**src/rtl/c7bbiu_rd_arb.sv**
```systemverilog
// Read-channel arbiter sharing one downstream bus read port between icu and lsu.
// Ownership is held from grant through the final data beat.
module c7bbiu_rd_arb #(
  parameter int LINE_BEATS = 4,
  parameter bit FIXED_PRIO = 1'b0
) (
  input  logic        clk,
  input  logic        resetn,
  input  logic        icu_biu_req,
  input  logic [31:3] icu_biu_addr,
  input  logic        icu_biu_single,
  output logic        biu_icu_ack,
  output logic        biu_icu_data_valid,
  output logic        biu_icu_data_last,
  output logic [63:0] biu_icu_data,
  output logic        biu_icu_fault,
  input  logic        lsu_biu_rd_req,
  input  logic [31:3] lsu_biu_rd_addr,
  input  logic        lsu_biu_rd_single,
  output logic        biu_lsu_rd_ack,
  output logic        biu_lsu_data_valid,
  output logic        biu_lsu_data_last,
  output logic [63:0] biu_lsu_data,
  output logic        biu_lsu_fault,
  output logic        arb_bus_req,
  output logic [31:3] arb_bus_addr,
  output logic        arb_bus_single,
  input  logic        bus_arb_ack,
  input  logic        bus_arb_data_valid,
  input  logic        bus_arb_data_last,
  input  logic [63:0] bus_arb_data,
  input  logic        bus_arb_fault,
  output logic        arb_proto_err
);

  localparam int CW = $clog2(LINE_BEATS) + 1;

  localparam logic [1:0] ST_IDLE = 2'd0;
  localparam logic [1:0] ST_REQ  = 2'd1;
  localparam logic [1:0] ST_DATA = 2'd2;

  localparam logic OWN_ICU = 1'b0;
  localparam logic OWN_LSU = 1'b1;

  localparam logic [CW-1:0] CNT_MAX  = '1;
  localparam logic [CW:0]   EXP_ONE  = (CW+1)'(1);
  localparam logic [CW:0]   EXP_LINE = (CW+1)'(LINE_BEATS);

  logic [1:0]    state_q, state_d;
  logic          owner_q, owner_d;
  logic          last_grant_q, last_grant_d;
  logic          single_q, single_d;
  logic [CW-1:0] cnt_q, cnt_d;

  logic          pick_lsu;
  logic          in_req, in_data;
  logic          ack_fire, beat, icu_beat, lsu_beat;
  logic [CW:0]   cnt_inc, cnt_exp;

  // A tie goes to icu under fixed priority, otherwise to whoever was not served last.
  always_comb begin
    pick_lsu = lsu_biu_rd_req;
    if (icu_biu_req && lsu_biu_rd_req) begin
      pick_lsu = FIXED_PRIO ? 1'b0 : (last_grant_q == OWN_ICU);
    end
  end

  always_comb begin
    state_d      = state_q;
    owner_d      = owner_q;
    last_grant_d = last_grant_q;
    single_d     = single_q;
    cnt_d        = cnt_q;
    case (state_q)
      ST_IDLE: begin
        if (icu_biu_req || lsu_biu_rd_req) begin
          state_d  = ST_REQ;
          owner_d  = pick_lsu ? OWN_LSU : OWN_ICU;
          single_d = pick_lsu ? lsu_biu_rd_single : icu_biu_single;
        end
      end
      ST_REQ: begin
        if (bus_arb_ack) begin
          state_d      = ST_DATA;
          last_grant_d = owner_q;
          cnt_d        = '0;
        end
      end
      ST_DATA: begin
        if (bus_arb_data_valid) begin
          cnt_d = (cnt_q == CNT_MAX) ? cnt_q : cnt_q + 1'b1;
          if (bus_arb_data_last) begin
            state_d = ST_IDLE;
          end
        end
      end
      default: state_d = ST_IDLE;
    endcase
  end

  always_ff @(posedge clk or negedge resetn) begin
    if (!resetn) begin
      state_q      <= ST_IDLE;
      owner_q      <= OWN_ICU;
      last_grant_q <= OWN_LSU;
      single_q     <= 1'b0;
      cnt_q        <= '0;
    end else begin
      state_q      <= state_d;
      owner_q      <= owner_d;
      last_grant_q <= last_grant_d;
      single_q     <= single_d;
      cnt_q        <= cnt_d;
    end
  end

  assign in_req   = (state_q == ST_REQ);
  assign in_data  = (state_q == ST_DATA);
  assign ack_fire = in_req & bus_arb_ack;
  assign beat     = in_data & bus_arb_data_valid;
  assign icu_beat = beat & (owner_q == OWN_ICU);
  assign lsu_beat = beat & (owner_q == OWN_LSU);

  // Address/single follow the owner's live inputs and read as zero outside REQ.
  assign arb_bus_req    = in_req;
  assign arb_bus_addr   = !in_req ? '0 :
                          (owner_q == OWN_LSU) ? lsu_biu_rd_addr : icu_biu_addr;
  assign arb_bus_single = in_req &
                          ((owner_q == OWN_LSU) ? lsu_biu_rd_single : icu_biu_single);

  assign biu_icu_ack    = ack_fire & (owner_q == OWN_ICU);
  assign biu_lsu_rd_ack = ack_fire & (owner_q == OWN_LSU);

  assign biu_icu_data_valid = icu_beat;
  assign biu_icu_data_last  = icu_beat & bus_arb_data_last;
  assign biu_icu_fault      = icu_beat & bus_arb_fault;
  assign biu_icu_data       = icu_beat ? bus_arb_data : '0;

  assign biu_lsu_data_valid = lsu_beat;
  assign biu_lsu_data_last  = lsu_beat & bus_arb_data_last;
  assign biu_lsu_fault      = lsu_beat & bus_arb_fault;
  assign biu_lsu_data       = lsu_beat ? bus_arb_data : '0;

  // The final beat must land exactly on the expected burst length.
  assign cnt_inc       = {1'b0, cnt_q} + EXP_ONE;
  assign cnt_exp       = single_q ? EXP_ONE : EXP_LINE;
  assign arb_proto_err = beat & bus_arb_data_last & (cnt_inc != cnt_exp);

endmodule

```
**config.mk**
```make
export PLATFORM = sky130hd
export DESIGN_NAME = c7bbiu_rd_arb
export DESIGN_NICKNAME = d
export VERILOG_FILES = /design/src/rtl/c7bbiu_rd_arb.sv
export SDC_FILE = /design/constraint.sdc
export NUM_CORES = 1
export LEC_CHECK = 0
export ABC_AREA = 1
export CELL_PAD_IN_SITES_DETAIL_PLACEMENT = 2
export CELL_PAD_IN_SITES_GLOBAL_PLACEMENT = 2
export CORE_ASPECT_RATIO = 0.9
export CORE_MARGIN = 3
export CORE_UTILIZATION = 10
export CTS_CLUSTER_DIAMETER = 80
export DETAILED_ROUTE_END_ITERATION = 12
export GPL_TIMING_DRIVEN = 0
export HOLD_SLACK_MARGIN = 0.15
export PLACE_DENSITY = 0.95
export SYNTH_ARGS = -nofsm -noshare
export SYNTH_HDL_FRONTEND = slang
export SYNTH_SLANG_ARGS = --single-unit
```
**constraint.sdc**
```tcl
create_clock -name clk -period 1.51 [get_ports clk]
set_clock_uncertainty 0.2 [all_clocks]
set_input_delay 0.302 -clock clk [delete_from_list [all_inputs] [get_ports clk]]
set_output_delay 0.302 -clock clk [all_outputs]
set_load 0.1 [all_outputs]
```
Yosys cells after proc, flatten, opt, wreduce, memory -nomap -nowiden
Cells that the tools add are included.
W data, S select, Z words.
{ "classes": {"div": 0, "n_reduce_logical": 8, "n_bitwise": 15, "muxes": 18, "shift": 0, "magnitude_cmp": 0, "addsub": 2, "multipliers": 0, "eq_ne": 9} }
{ "op_table": {"columns": ["cell", "count"], "rows": [
  ["$mux W64", 2],
  ["$mux W29", 2],
  ["$and A1 B1 Y1", 13],
  ["$mux W3", 4],
  ["$ne A2 B2 Y1 const B", 5],
  ["$mux W2", 4],
  ["$reduce_and A4 Y1", 2],
  ["$pmux W2 S3", 1],
  ["$pmux W3 S2", 1],
  ["$add A3 B1 Y4 const B", 1],
  ["$mux W1", 4],
  ["$ne A4 B3 Y1", 1],
  ["$reduce_and A2 Y1", 2],
  ["$add A3 B1 Y3 const B", 1],
  ["$eq A3 B3 Y1 const B", 1],
  ["$eq A2 B1 Y1 const B", 1],
  ["$eq A2 B2 Y1 const B", 1],
  ["$logic_not A2 Y1", 1],
  ["$not A1 Y1", 2],
  ["$reduce_bool A2 Y1", 1],
  ["$logic_and A1 B1 Y1", 1],
  ["$logic_or A1 B1 Y1", 1]
]} }
{ "word_totals": {"out_inout_bits": 168, "n_memories": 0, "ram_bits": 0, "latch_bits": 0, "inputBits": 132, "romBits": 0, "wordCells": 57, "ff_bits": 8} }

Longest topological paths before layout
{ "depth": {"ltp_word": 4, "mapped_depth": 8, "depth_no_buf": 7} }

Worst setup path after synthesis
No wires, ideal clock.
{ "synth_timing": {"kind": "register to output", "start": "register state_q[1]", "end": "output port arb_bus_addr[21] (netlist name)", "t_required_ns": 1.008, "path_buffers": 3, "path_stages_with_launch": 7, "path_slack_ns": -1.892, "arrival_ns": 2.900, "path_cell_list": "dfrtp_1 -> buf_4 -> nor2_4 -> inv_2 -> buf_6 -> buf_6 -> a21oi_1"} }
{ "synth_via": {"elab_chain_len": 2} }
{ "synth_lines": {"columns": ["element", "line", "rtl"], "rows": [
  ["start: declaration", "49", "logic [1:0] state_q, state_d;"],
  ["start signal: assignment", "109", "state_q <= state_d;"],
  ["$eq A2 B1 Y1", "117", "assign in_req = (state_q == ST_REQ);"],
  ["named net arb_bus_req", "25", "output logic arb_bus_req,"],
  ["$mux W29", "126", "assign arb_bus_addr = !in_req ? '0 :"],
  ["end: declaration", "26", "output logic [31:3] arb_bus_addr,"]
]} }
The timed path passes the listed nets, and every way through them passes these cells.

Final worst setup path
{ "layout_timing": {"start": "register state_q[0]", "end": "output port biu_lsu_data[40]"} }
{ "layout_via": {"elab_chain_len": 4} }
{ "layout_lines": {"columns": ["element", "line", "rtl"], "rows": [
  ["$eq A2 B2 Y1", "118", "assign in_data = (state_q == ST_DATA);"],
  ["$and A1 B1 Y1", "120", "assign beat = in_data & bus_arb_data_valid;"],
  ["$and A1 B1 Y1", "122", "assign lsu_beat = beat & (owner_q == OWN_LSU);"],
  ["$mux W64", "142", "assign biu_lsu_data = lsu_beat ? bus_arb_data : '0;"],
  ["end: declaration", "23", "output logic [63:0] biu_lsu_data,"]
]} }
No other way between the ends.

==> summary.txt <==
Worst hold path
  – Hold Path Class: input port to async pin

STA
  – Final max-slew violation count: 0
  – RSZ-0062 raised after global routing: true
  – Fmax: ~460 MHz
  – Final Worst Setup Slack: -0.672 ns
  – Final hold viol count: 0
  – Final setup viols: 171
  – Period utilization: 1.44
  – Worst slew margin: 0.738
  – WHS: 0.166 ns
  – Slew @ Worst Pin: 0.392 ns
  – Min Tclk post-route: 2.18 ns

Pwr
  – Internal power: 5110 uW
  – Final Power: 12,600 uW
  – PwrDens: 1380 nW/um2
  – Sw frac: 0.596
  – Seq pwr share: 0.026
  – Max IR drop VDD: 1.63 mV
  – Combinational group share of total power: 0.938
  – Net Switching: 7540 uW
  – Lkg Pwr: 0.00360 uW
  – Clock share of power: 0.036

Global route
  – Most Used Layer, Global Route: met2
  – Initial antenna violation count: 0
  – Largest net degree at the start of global routing: 11
  – Met1 Use GR: 0.178
  – GRT Overall Usage: 0.184
  – Global Route met2 Usage: 0.395
  – Vias in the first global route: 4,615
  – Total congestion overflow: 0
  – Met3 Use GR: 0.0426
  – First-pass GRT wire length: about 31 mm

Logic synthesis
  – Avg Cell Area, Syn: between 5 and 6 um2
  – Synthesized cell area: 1990 um2
  – EDFF count, synth: 0
  – Synth Area in XOR/XNOR: 0
  – Most common cell in the synthesized netlist: nand2_1
  – Post-Synth Simple-Gate Area: 0.534
  – Synth area leaders: nor2_2, nand2_1, nor2_1
  – Yosys synthesis warning count: 0
  – Post-Synthesis Cells: 385
  – Share of the synthesized area in the top cell type: 0.182
  – Post-synthesis compound-gate area fraction: 0.102
  – Main synth FF type: dfrtp_1
  – Netlist cell types: 26
  – Sequential element share of the synthesized area: 0.101
  – Post-Synth Adder-Cell Area: 0.0126
  – Post-synth ARST share: 1.00
  – Syn nets: 519
  – Multiplexer share of the synthesized area: 0
  – Combinational family with the most area after synthesis: simple AND/OR/NAND/NOR gates
  – Dominant cell type by area after synthesis: nor2_2
  – Commonest cells in the netlist: nand2_1, nor2_1, inv_1
  – Synth Register Bits: 8

Setup path
  – Critical Path, Cell by Cell: inv_2 > nand2_4 > inv_6 > nand3_4 > buf_12 > buf_12 > nor2_4 > buf_12
  – Crit path max fanout: 10
  – Worst path top cell family by delay: buffers and inverters
  – Worst Setup End Kind: primary output
  – Crit path kind: flop to primary output
  – Req. time, crit path: 1.01 ns
  – Startpoint Class: flop
  – Critical path buffers and inverters: 5
  – Slowest stage delay, CP: 0.39 ns
  – Worst EP arrival: between 1.5 and 2 ns
  – Slowest CP cell: dfrtp_1
  – Crit path top cell by count: buf_12

Run
  – Max Cap Violations: 0

Die
  – CORE AREA: around 19,000 um2
  – Chip Width: 155 um
  – Starting density of the core: 0.103
  – I/O pins: 300
  – Total die area: 21,700 um2
  – Rows: 48
  – DIE HEIGHT: 140 um

Route
  – Vias: 3,929
  – DRT iter0 DRCs: 83
  – Final wirelength: 21.8 mm
  – DRC violations left: 0
  – Avg Vias per Cell: 4.01
  – DRT Pass-1 Iters: 4
  – WL per Instance: 22.3 um
  – Post-DRT Antenna Nets: 0

CTS
  – CTS tree: yes
  – Num CTS Buffers: 3
  – Clk_lat worst skew: 0.23 ns
  – # clock sinks: 8
  – Bufs on Longest Clock Path: 2
  – CTS root buf: clkbuf_16
  – Worst-path clk slew: 0.04 ns
  – H-tree depth: 1

Layout
  – Final nets: 865
  – Antenna Cells: 0
  – Synthesis-to-finish area growth: 359%
  – Share of layout cells above drive strength 1: 0.608
  – Design area: 9150 um2
  – Number of fill cells: 1,903
  – Register area: 203 um2
  – Final Core Density: 0.473
  – Area of the multi-input gates: 2620 um2

Placed design
  – Final Wtd Congestion: 0.766
  – Port-buffer cells: 299
  – Area after DPL: between 6000 and 7000 um2
  – Post-DP HPWL: around 14 mm
  – Setup WS pre-CTS: -1.78 ns

Run status
  – Status: complete, but fails checks
  – Failing checks: negative setup slack
state kept, by name (all words and copies together) (netlist names):
signal,count
single_q,1
owner_q,1
cnt_q,3
last_grant_q,1
state_q,2
cell type report:
type                            count  share of cell area
Timing Repair Buffer              342               0.566
Inverter                           79              0.0349
Multi-Input combinational cell    273               0.287
Tap cell                          250              0.0342
Sequential cell                     8              0.0221
Buffer                             24              0.0474
Clock buffer                        4             0.00861
cell usage in the layout (no fill, tap or decap), drive strengths merged:
| master | count |
|---|---|
| nor3 | 1 |
| nand2 | 82 |
| dfrtp | 7 |
| nand3 | 8 |
| ha | 2 |
| buf | 227 |
| clkbuf | 12 |
| clkinvlp | 2 |
| inv | 77 |
| clkdlybuf4s50 | 129 |
| nor2 | 138 |
| nand3b | 2 |
| dlygate4sd2 | 2 |
| a21oi | 32 |
| o21ai | 8 |
| dfstp | 1 |
power groups by stage:
stage | combinational, uW | sequential, uW | clock (uW)
floorplan | 6810 | 331 | 0
global placement | 8650 | 338 | 0
detailed placement | 8790 | 342 | 0
CTS | 11400 | 332 | 462
global route | 12300 | 344 | 481
finish | 11900 | 334 | 450
routing by layer:
metal  part of all wire  routed length (um)
met1               0.33                7180
met2               0.59               12900
met3              0.065                1420
met4              0.014                 314
met5                  0                   0
metrics by stage:
stage | instances | TNS [ns]
final | 980 | -99.36
after global placement | 934 | -267.55
after global routing | 980 | -111.21
after CTS | 963 | -95.87
after floorplan | 385 | -97.71
after detailed placement | 934 | -273.48
worst paths after layout:
check                      slack [ns]  cells past startpoint               end    startpoint
max                             -0.67                      8  biu_lsu_data[40]    state_q[0]
min                              0.17                      1           owner_q        resetn
max reg2reg                     -0.05                      9          cnt_q[0]    state_q[1]
min reg2reg                      0.30                      2      last_grant_q  last_grant_q
max in group asynchronous        0.63                      1      last_grant_q        resetn
min in group clk                 0.30                      2      last_grant_q  last_grant_q
cells by family (layout without fill, tap and decap cells):
family	after synthesis	after routing
flip-flops	8	8
AO/OA/AOI/OAI	40	40
buffers and inverters	104	449
adder cells (fa/ha/maj)	2	2
AND/OR/NAND/NOR	231	231
timing repair:
item,4_1_cts,5_1_grt
gates resized for setup,1558,53
endpoints found under the setup margin,174,173
pin swaps,12,20
setup buffers,20,18
hold buffers,0,0
gates cloned,5,3
(Power assumes the default switching activity.)
